### src/rtl/hmc_rf_responder.sv
// hmc_rf_responder: small register file with a fixed-latency access FSM.
// Map: 0 CONTROL (RW), 1 STATUS (RO, live status_i), 2 SCRATCH (RW),
//      3 EVENT_CNT (RW, 32 bit, only with HMC_RF_EVENT_COUNTER_EN),
//      4 ACCESS_CNT (RO, 32 bit). Everything else answers invalid_address.
// Optional feature macro: HMC_RF_EVENT_COUNTER_EN (EVENT_CNT at address 3).
//
// Handshake: wen/ren are single-cycle request pulses sampled only in IDLE;
// each accepted request yields exactly one access_done pulse WAIT_CYCLES+1
// cycles later, and read_data/invalid_address are meaningful only while
// access_done is high (read_data is 0 otherwise). Requests seen while busy
// are dropped.
module hmc_rf_responder #(
  parameter int ADDR_WIDTH       = 6,
  parameter int WRITE_DATA_WIDTH = 64,
  parameter int READ_DATA_WIDTH  = 64,
  parameter int WAIT_CYCLES      = 0
) (
  input  logic                        clk,
  input  logic                        res,
  input  logic [ADDR_WIDTH-1:0]       address,
  input  logic                        wen,
  input  logic                        ren,
  input  logic [WRITE_DATA_WIDTH-1:0] write_data,
  output logic [READ_DATA_WIDTH-1:0]  read_data,
  output logic                        access_done,
  output logic                        invalid_address,
  input  logic [31:0]                 status_i,
  input  logic                        event_i,
  output logic [WRITE_DATA_WIDTH-1:0] control_o,
  output logic [1:0]                  state_o
);

  typedef enum logic [1:0] {
    S_IDLE = 2'd0,
    S_WAIT = 2'd1,
    S_DONE = 2'd2
  } state_t;

  localparam logic [ADDR_WIDTH-1:0] A_CONTROL    = ADDR_WIDTH'(0);
  localparam logic [ADDR_WIDTH-1:0] A_STATUS     = ADDR_WIDTH'(1);
  localparam logic [ADDR_WIDTH-1:0] A_SCRATCH    = ADDR_WIDTH'(2);
  localparam logic [ADDR_WIDTH-1:0] A_EVENT_CNT  = ADDR_WIDTH'(3);
  localparam logic [ADDR_WIDTH-1:0] A_ACCESS_CNT = ADDR_WIDTH'(4);

  state_t                        state_q, state_d;
  logic [3:0]                    wait_cnt_q, wait_cnt_d;
  logic [ADDR_WIDTH-1:0]         addr_q;
  logic [WRITE_DATA_WIDTH-1:0]   wdata_q;
  logic                          wen_q, ren_q;

  logic [WRITE_DATA_WIDTH-1:0]   control_q, control_d;
  logic [WRITE_DATA_WIDTH-1:0]   scratch_q, scratch_d;
  logic [31:0]                   access_cnt_q, access_cnt_d;
  logic [31:0]                   event_cnt_q, event_cnt_d;

  logic [READ_DATA_WIDTH-1:0]    read_data_q;
  logic                          access_done_q, invalid_q;

  // Access attributes: live inputs in IDLE (zero-wait commit happens on the
  // acceptance edge), captured copies once the FSM has left IDLE.
  logic                          in_idle;
  logic [ADDR_WIDTH-1:0]         acc_addr;
  logic [WRITE_DATA_WIDTH-1:0]   acc_wdata;
  logic                          acc_wen, acc_ren;

  logic                          commit;
  logic                          addr_ok;
  logic                          acc_invalid;
  logic                          do_write;
  logic [READ_DATA_WIDTH-1:0]    rd_val;

  assign in_idle   = (state_q == S_IDLE);
  assign acc_addr  = in_idle ? address    : addr_q;
  assign acc_wdata = in_idle ? write_data : wdata_q;
  assign acc_wen   = in_idle ? wen        : wen_q;
  assign acc_ren   = in_idle ? ren        : ren_q;

  // FSM next-state: IDLE -> (WAIT) -> DONE -> IDLE; commit marks the edge into DONE.
  always_comb begin
    state_d    = state_q;
    wait_cnt_d = wait_cnt_q;
    commit     = 1'b0;
    case (state_q)
      S_IDLE: begin
        if (wen || ren) begin
          if (WAIT_CYCLES == 0) begin
            state_d = S_DONE;
            commit  = 1'b1;
          end else begin
            state_d    = S_WAIT;
            wait_cnt_d = 4'(WAIT_CYCLES - 1);
          end
        end
      end
      S_WAIT: begin
        if (wait_cnt_q == 4'd0) begin
          state_d = S_DONE;
          commit  = 1'b1;
        end else begin
          wait_cnt_d = wait_cnt_q - 4'd1;
        end
      end
      S_DONE:  state_d = S_IDLE;
      default: state_d = S_IDLE;
    endcase
  end

  // Address decode and read mux for the access being completed.
  always_comb begin
    addr_ok = 1'b0;
    rd_val  = '0;
    case (acc_addr)
      A_CONTROL: begin
        addr_ok = 1'b1;
        rd_val  = READ_DATA_WIDTH'(control_q);
      end
      A_STATUS: begin
        addr_ok = 1'b1;
        rd_val  = READ_DATA_WIDTH'(status_i);
      end
      A_SCRATCH: begin
        addr_ok = 1'b1;
        rd_val  = READ_DATA_WIDTH'(scratch_q);
      end
`ifdef HMC_RF_EVENT_COUNTER_EN
      A_EVENT_CNT: begin
        addr_ok = 1'b1;
        rd_val  = READ_DATA_WIDTH'(event_cnt_q);
      end
`endif
      A_ACCESS_CNT: begin
        addr_ok = 1'b1;
        rd_val  = READ_DATA_WIDTH'(access_cnt_q);
      end
      default: begin
        addr_ok = 1'b0;
        rd_val  = '0;
      end
    endcase
  end

  // Simultaneous read+write is treated as an invalid access.
  assign acc_invalid = (acc_wen && acc_ren) || !addr_ok;
  assign do_write    = commit && acc_wen && !acc_invalid;

  // Register next values; writes to STATUS/ACCESS_CNT fall through as no-ops.
  always_comb begin
    control_d    = control_q;
    scratch_d    = scratch_q;
    access_cnt_d = access_cnt_q;
    if (do_write && (acc_addr == A_CONTROL)) control_d = acc_wdata;
    if (do_write && (acc_addr == A_SCRATCH)) scratch_d = acc_wdata;
    if (commit && !acc_invalid) access_cnt_d = access_cnt_q + 32'd1;
  end

`ifdef HMC_RF_EVENT_COUNTER_EN
  // Saturating event counter; a committed write in the same cycle wins.
  always_comb begin
    event_cnt_d = event_cnt_q;
    if (do_write && (acc_addr == A_EVENT_CNT)) begin
      event_cnt_d = acc_wdata[31:0];
    end else if (event_i && (event_cnt_q != 32'hFFFF_FFFF)) begin
      event_cnt_d = event_cnt_q + 32'd1;
    end
  end
`else
  logic unused_event;
  assign unused_event = event_i;
  // Counter absent: hold at zero so nothing downstream depends on it.
  always_comb begin
    event_cnt_d = 32'd0;
  end
`endif

  // State, capture, register file and registered response outputs.
  always_ff @(posedge clk) begin
    if (res) begin
      state_q       <= S_IDLE;
      wait_cnt_q    <= 4'd0;
      addr_q        <= '0;
      wdata_q       <= '0;
      wen_q         <= 1'b0;
      ren_q         <= 1'b0;
      control_q     <= '0;
      scratch_q     <= '0;
      access_cnt_q  <= 32'd0;
      event_cnt_q   <= 32'd0;
      read_data_q   <= '0;
      access_done_q <= 1'b0;
      invalid_q     <= 1'b0;
    end else begin
      state_q      <= state_d;
      wait_cnt_q   <= wait_cnt_d;
      if (in_idle && (wen || ren)) begin
        addr_q  <= address;
        wdata_q <= write_data;
        wen_q   <= wen;
        ren_q   <= ren;
      end
      control_q     <= control_d;
      scratch_q     <= scratch_d;
      access_cnt_q  <= access_cnt_d;
      event_cnt_q   <= event_cnt_d;
      access_done_q <= commit;
      invalid_q     <= commit && acc_invalid;
      read_data_q   <= (commit && !acc_invalid && acc_ren) ? rd_val : '0;
    end
  end

  assign read_data       = read_data_q;
  assign access_done     = access_done_q;
  assign invalid_address = invalid_q;
  assign control_o       = control_q;
  assign state_o         = state_q;

endmodule

### config.mk
export PLATFORM = sky130hd
export DESIGN_NAME = hmc_rf_responder
export DESIGN_NICKNAME = d
export VERILOG_FILES = /design/src/rtl/hmc_rf_responder.sv
export SDC_FILE = /design/constraint.sdc
export NUM_CORES = 1
export LEC_CHECK = 0
export CORE_ASPECT_RATIO = 1.5
export CORE_MARGIN = 1.5
export CORE_UTILIZATION = 40
export CTS_BUF_LIST = sky130_fd_sc_hd__clkbuf_16
export DETAILED_ROUTE_END_ITERATION = 7
export GPL_TIMING_DRIVEN = 0
export HOLD_SLACK_MARGIN = 0.02
export PLACE_DENSITY = 0.69
export SLEW_MARGIN = 20
export SYNTH_ARGS = -nofsm -noshare
export SYNTH_HDL_FRONTEND = slang
export SYNTH_SLANG_ARGS = --single-unit
### constraint.sdc
create_clock -name clk -period 4.5 [get_ports clk]
set_input_delay 0.45 -clock clk [delete_from_list [all_inputs] [get_ports clk]]
set_output_delay 0.45 -clock clk [all_outputs]
set_load 0.005 [all_outputs]
Word level (Yosys, flattened, before mapping)
Index checks and enable logic that the tools add are counted.

Eq/ne operators: 6. Reductions and logical operators: 20. Bitwise gates (word level): 2. Add/subtract/negate cells: 2. Multiplexer cells: 12.

Operators by type and width (count): case mux 64 bit (4 select lines) (1); 2-to-1 mux 64 bit (1); adder 32 x 1 -> 32 bit, second input constant (1); logical AND 1 bit (9); == test 6 x 1 -> 1 bit, second input constant (1); == test 6 x 2 -> 1 bit, second input constant (1); == test 6 x 3 -> 1 bit, second input constant (1); logical NOT 6 bit (1); 2-to-1 mux 6 bit (1); 2-to-1 mux 1 bit (5); logical NOT 4 bit (1); 2-to-1 mux 2 bit (2); case mux 2 bit (2 select lines) (1); AND reduction 2 bit (2); OR reduction 4 bit (1); subtractor 4 x 1 -> 4 bit, second input constant (1); == test 2 x 1 -> 1 bit, second input constant (1); logical NOT 1 bit (2); logical NOT 2 bit (1); logical OR 1 bit (2); != test 2 x 1 -> 1 bit, second input constant (1); != test 2 bit, second input constant (1); inverter 1 bit (2); case mux 1 bit (2 select lines) (1); OR reduction 2 bit (1).

Bits in registers: 304. Output and inout bits: 132. Logic and storage cells: 54.

Logic depth before layout (Yosys ltp)
Depth in word-level cells: 12. Mapped depth: 9. Mapped depth without buffers: 6.

Worst setup path after synthesis
No wires, ideal clock.

Path type: input -> register. Start: in address[5]. End: reg access_cnt_q[20]. Buffers on the path: 3. Arrival time: 2.249 ns. Setup time: 0.070 ns. Cell stages on the path: 8. Required time: 4.430 ns. Slack: 2.181 ns. Path through: or3_1 -> clkbuf_1 -> a221oi_2 -> buf_4 -> o211ai_2 -> buf_6 -> or4_1 -> a21oi_1.

Longest elaborated chain between the ends: 8. Elaborated cells on any way between the ends: 11. Those cells by class: eq/ne (3); mux (2); reduce/logical (6).

Ends and longest elaborated chain: start, declared (RTL line 20) `input logic [ADDR_WIDTH-1:0] address,`; 2-to-1 mux 6 bit * (RTL line 73) `assign acc_addr = in_idle ? address : addr_q;`; == test 6 x 2 -> 1 bit (tied with other cells) (RTL line 112) `case (acc_addr)`; OR reduction 4 bit (no line) *; 2-to-1 mux 1 bit * (RTL line 112); logical NOT 1 bit * (RTL line 143) `assign acc_invalid = (acc_wen && acc_ren) || !addr_ok;`; logical OR 1 bit * (RTL line 143); logical NOT 1 bit * (RTL line 153) `if (commit && !acc_invalid) access_cnt_d = access_cnt_q + 32'd1;`; logical AND 1 bit * (RTL line 153); end signal, assigned (RTL line 202) `access_cnt_q <= access_cnt_d;`; end, declared (RTL line 53) `logic [31:0] access_cnt_q, access_cnt_d;`.

Every way passes the cells marked *; elsewhere a longest branch is shown, timed or not. A chain may end at the register's enable or synchronous reset.

Worst setup path in the final report
Start: reg state_q[1], in the netlist state_o[1]. End: reg read_data_q[45], in the netlist read_data[45].

Longest elaborated chain between the ends: 12. Elaborated cells on any way between the ends: 21. Those cells by class: eq/ne (4); mux (6); bitwise (1); reduce/logical (10).

Ends and longest elaborated chain: start, declared (RTL line 45) `state_t state_q, state_d;`; start signal, assigned (RTL line 192) `state_q <= state_d;`; logical NOT 2 bit (RTL line 72, 83); 2-to-1 mux 6 bit (RTL line 73); == test 6 x 2 -> 1 bit (tied with other cells) (RTL line 112); OR reduction 4 bit (no line); 2-to-1 mux 1 bit (RTL line 112); logical NOT 1 bit (RTL line 143); logical OR 1 bit (RTL line 143); logical NOT 1 bit (RTL line 206) `read_data_q <= (commit && !acc_invalid && acc_ren) ? rd_val : '0;`; logical AND 1 bit (2 in a row) (RTL line 206); inverter 1 bit (no line); OR reduction 2 bit (no line); end signal, assigned (RTL line 206); end, declared (RTL line 56) `logic [READ_DATA_WIDTH-1:0] read_data_q;`.

Several ways; a longest one is shown, not always the timed one.

==> impl_summary.md <==
Status
The run finished, with violations left. The final reports fail on design-rule violations.

Clock network
The clock slew at the register clock pins of the worst setup and hold paths is 0.06 ns. The TritonCTS clock tree is done. The number of hold buffers added after CTS was 0. The maximum level of the CTS H-tree is 1.

Once the clock tree was built, the setup fixing pass inserted 0 buffers. Clock tree synthesis found a total of 235 sinks. For the worst-skew pair, the clock arrives at the later sink with an insertion delay of 0.51 ns. The CTS buffer count is 24. The clock root buffer is sky130_fd_sc_hd__clkbuf_16. The number of buffers between clock root and the deepest sink is 3.

The number of cells upsized or downsized after cts is 0.

Place
The placed wire-length estimate is 21.7 mm. Routability-driven placement finished with a final weighted congestion of 0.883. The number of buffer cells added on primary ports is 236. The total placed instance area is 11800 um^2. Including well taps, the total number of placed cells is 1602.

Synth
Synthesis inferred 235 register bits. Of the synthesized area, sequential elements account for 0.520. The proportion of register bits with asynchronous set or reset after synthesis is 0. The flip-flop cell with the highest count after synthesis is sky130_fd_sc_hd__dfxtp_1. The post-synthesis net count is 1198. Yosys mapped a number of flops with a built-in enable equal to 0.

The fraction of synthesized cell area taken by the top area cell type is 0.520. The synthesized design spends more area on one cell type than any other, namely sky130_fd_sc_hd__dfxtp_1. For this run, the number of Yosys warnings is 0. Yosys attributes the largest share of cell area to sky130_fd_sc_hd__dfxtp_1 (52%), sky130_fd_sc_hd__nand2_1 (12%), sky130_fd_sc_hd__a21oi_1 (11%). Yosys instantiated no cell more often than sky130_fd_sc_hd__nand2_1. After synthesis, the netlist uses 50 different library cells.

After synthesis, the most frequently instantiated cells are sky130_fd_sc_hd__nand2_1 (279), sky130_fd_sc_hd__dfxtp_1 (235), sky130_fd_sc_hd__a21oi_1 (196), sky130_fd_sc_hd__a22oi_1 (97), sky130_fd_sc_hd__clkbuf_1 (66). Synthesis produced a netlist whose cell count is 1090. The total standard cell area after synthesis is 9050 um^2.

Averaged over all synthesized cells, the footprint is 8.31 um^2.

Power and ir drop
Across the VDD grid, the largest voltage drop is 0.307 mV. The leakage dissipation is 3.90 nW. Dividing total power by cell area gives a power density of 342 nW/um^2.

Finish
Compared with the post-synthesis result, the final layout area differs by 38.4%. With fillers left out, the area of the finished cells amounts to 12500 um^2. The post-route core utilization is 0.562.

The layout filler cell count is 2084. The number of nets at the end of the flow is 1460. Leaving out filler cells and counting taps, the final layout contains 1642. In the final layout, the share of cells above drive strength 1 is 0.0564.

Timing
The time the worst path needs with I/O delays and setup is 3.16 ns. Setup violations remaining at the end of the flow were counted as 0. The highest clock rate is 0.317 GHz. Setup repair after global routing left no endpoint under its margin.

Measured against its own limit, the worst slew margin works out to 0.337. The final max-slew violation count is 0. The tightest hold path in the finished design has a slack of 0.454 ns. At the pin with the least slew margin, the transition time is 0.995 ns. In the finished design, the share of the clock period the worst path needs comes to 0.702. The final sum of negative setup slack is 0 ns. Clock skew on the completed layout was measured at 0.0180 ns. The number of hold violations in the final report is 0.

Worst setup path
The largest single stage delay on the critical path is 0.71 ns. The type of the worst setup path is flip-flop to flip-flop. The worst setup path is launched from a flip-flop. The critical register-to-register path startpoint is state_o[1].

In this run the critical register-to-register path is captured at read_data[45]. In this run the worst setup path terminates at read_data[45]. The buffering stage count on the worst path with inverters included is 3. The family with the most delay on the worst path is buffers and inverters. Of all nets on the critical path, the largest fanout is 11. The critical path starts at state_o[1].

The setup check on the worst reg-to-reg path leaves a slack of 1.34 ns. The slowest stage of the critical path belongs to the cell sky130_fd_sc_hd__a222oi_1. The category of the worst setup path capture point is a flip-flop. For the worst setup path, the data arrival time is 3.59 ns.

The critical path data required time is 4.93 ns. The number of cell instances on the worst register-to-register path is 7. The critical path's most frequent cell is sky130_fd_sc_hd__clkbuf_1. The critical path goes through or3b_1 -> clkbuf_1 -> a222oi_1 -> clkbuf_1 -> clkbuf_1 -> a22oi_1 -> nor2_1. The cell depth of the worst setup path is 7.

Global routing
The global-route wire length before repair is 46.2 mm. The total grt overflow is 0. The met3 routing resource usage after global routing is 0.0503.

In the global route stage, overall resource usage came out at 0.246. In the global route stage, met2 resource usage came out at 0.463. For met1 alone, demand over resource in global routing was 0.269. Entering global routing, the biggest net connects 16 pins. The number of antenna violations at the first check in global routing is 2. The number of global-route vias before repair is 8562.

After global routing, the most crowded layer is met2.

Route
The first routing iteration left 725 violations. In this run the remaining antenna-violating nets after routing total 0. The final routed wire length divided by cell count is 18.3 um.

After detailed routing, the number of remaining DRC violations is 6. The total wire length after detailed routing is 30.0 mm. The total via count in the routed design is 8939. Dividing the detail-routed via count by the number of cells gives 5.44. The first detailed-routing pass ran for 7 iterations.

Floorplan
The height of the chip is 187 um. The count of standard-cell rows is 67. The effective utilization at floorplan is 0.406. The width of the die is 126 um. The die area is 23600 um^2. For this design the top-level I/O count stands at 239. The region available for standard cell placement spans 22300 um^2.

Min path
The worst hold path was traced through 2 stages. The worst hold path begins at scratch_q[3]. The path class of the tightest hold or removal check is flip-flop to flip-flop.

Run
The total of max-cap violations is 0.
worst min-delay path by stage:
stage                          to  slack (ns)
floorplan               addr_q[5]        0.43
global placement    scratch_q[25]        0.44
detailed placement  scratch_q[21]        0.45
CTS                  scratch_q[9]        0.45
global route        scratch_q[19]        0.47
finish               scratch_q[3]        0.45
layout make-up:
class | instances | area, um^2 | area share
clock inverters | 14 | 130 | 0.0104
inverters | 8 | 30.0 | 0.00240
flip-flops and latches | 235 | 4700 | 0.375
multi-input cells | 750 | 3930 | 0.313
diodes | 1 | 2.50 | 0.000200
plain buffers | 97 | 407 | 0.0324
well taps | 276 | 345 | 0.0276
clock buffers | 25 | 626 | 0.0499
repair buffers | 236 | 2360 | 0.188
stage by stage:
step | power, mW | setup WS [ns]
5_1_grt | 4.43 | 1.13
2_1_floorplan | 2.24 | 2.18
3_5_place_dp | 2.40 | 0.878
3_3_place_gp | 2.40 | 0.817
6_report | 4.29 | 1.34
4_1_cts | 4.32 | 1.36
cell usage in the layout (no fill, tap or decap), types with 4 or more instances in the layout:
cell type and instances:
sky130_fd_sc_hd__a21oi_1 196, sky130_fd_sc_hd__a22oi_1 97, sky130_fd_sc_hd__and3_1 6, sky130_fd_sc_hd__buf_1 6, sky130_fd_sc_hd__buf_2 22, sky130_fd_sc_hd__clkbuf_1 66
sky130_fd_sc_hd__clkbuf_16 25, sky130_fd_sc_hd__clkdlybuf4s50_1 236, sky130_fd_sc_hd__clkinvlp_4 6, sky130_fd_sc_hd__dfxtp_1 235, sky130_fd_sc_hd__inv_1 10, sky130_fd_sc_hd__nand2_1 279
sky130_fd_sc_hd__nand3_1 10, sky130_fd_sc_hd__nand4_1 6, sky130_fd_sc_hd__nor2_1 43, sky130_fd_sc_hd__o2111ai_2 4, sky130_fd_sc_hd__o21ai_0 9, sky130_fd_sc_hd__o31ai_1 16
sky130_fd_sc_hd__or2_2 4, sky130_fd_sc_hd__or3_1 13, sky130_fd_sc_hd__or4_1 16, sky130_fd_sc_hd__xnor2_1 4
state kept, by name, indices dropped and copies added, names as in the netlist, 6 cells and up:
name	cells
control_o	64
read_data	64
scratch_q	64
access_cnt_q	32
addr_q	6
cells by family (layout without fill, tap and decap cells):
logic type | Yosys count | count (layout) | share of synthesized area
AOI/OAI and AO/OA | 346 | 346 | 0.238
xor gates and xnor gates | 4 | 4 | 0.00387
adders and majority gates | 1 | 1 | 0.00138
buffers and inverters | 105 | 380 | 0.0482
DFF | 235 | 235 | 0.520
muxes | 1 | 1 | 0.00111
other | 1 | 2 | 0.000414
and+or+nand+nor | 397 | 397 | 0.188
where the power goes:
group	switching [mW]	internal, mW	total [mW]
sequential	0.00775	2.09	2.10
combinational	0.136	0.122	0.258
clock	0.817	1.12	1.93
layer usage:
layer	wire, um	part of all wire	vias up
met2	16000	0.53	335
met4	1030	0.034	2
met5	14	0.00047	-
met1	10900	0.36	4214
met3	2030	0.068	61
li1	-	-	4327
worst reg2reg max path, delay by kind of cell (launching register included):
| family | cells | cell delay, ns |
|---|---|---|
| DFF | 1 | 0.48 |
| buffers and inverters | 3 | 1.23 |
| AOI/OAI and AO/OA | 2 | 0.89 |
| and+or+nand+nor | 2 | 0.51 |
Power figures use the tool's default switching activity.
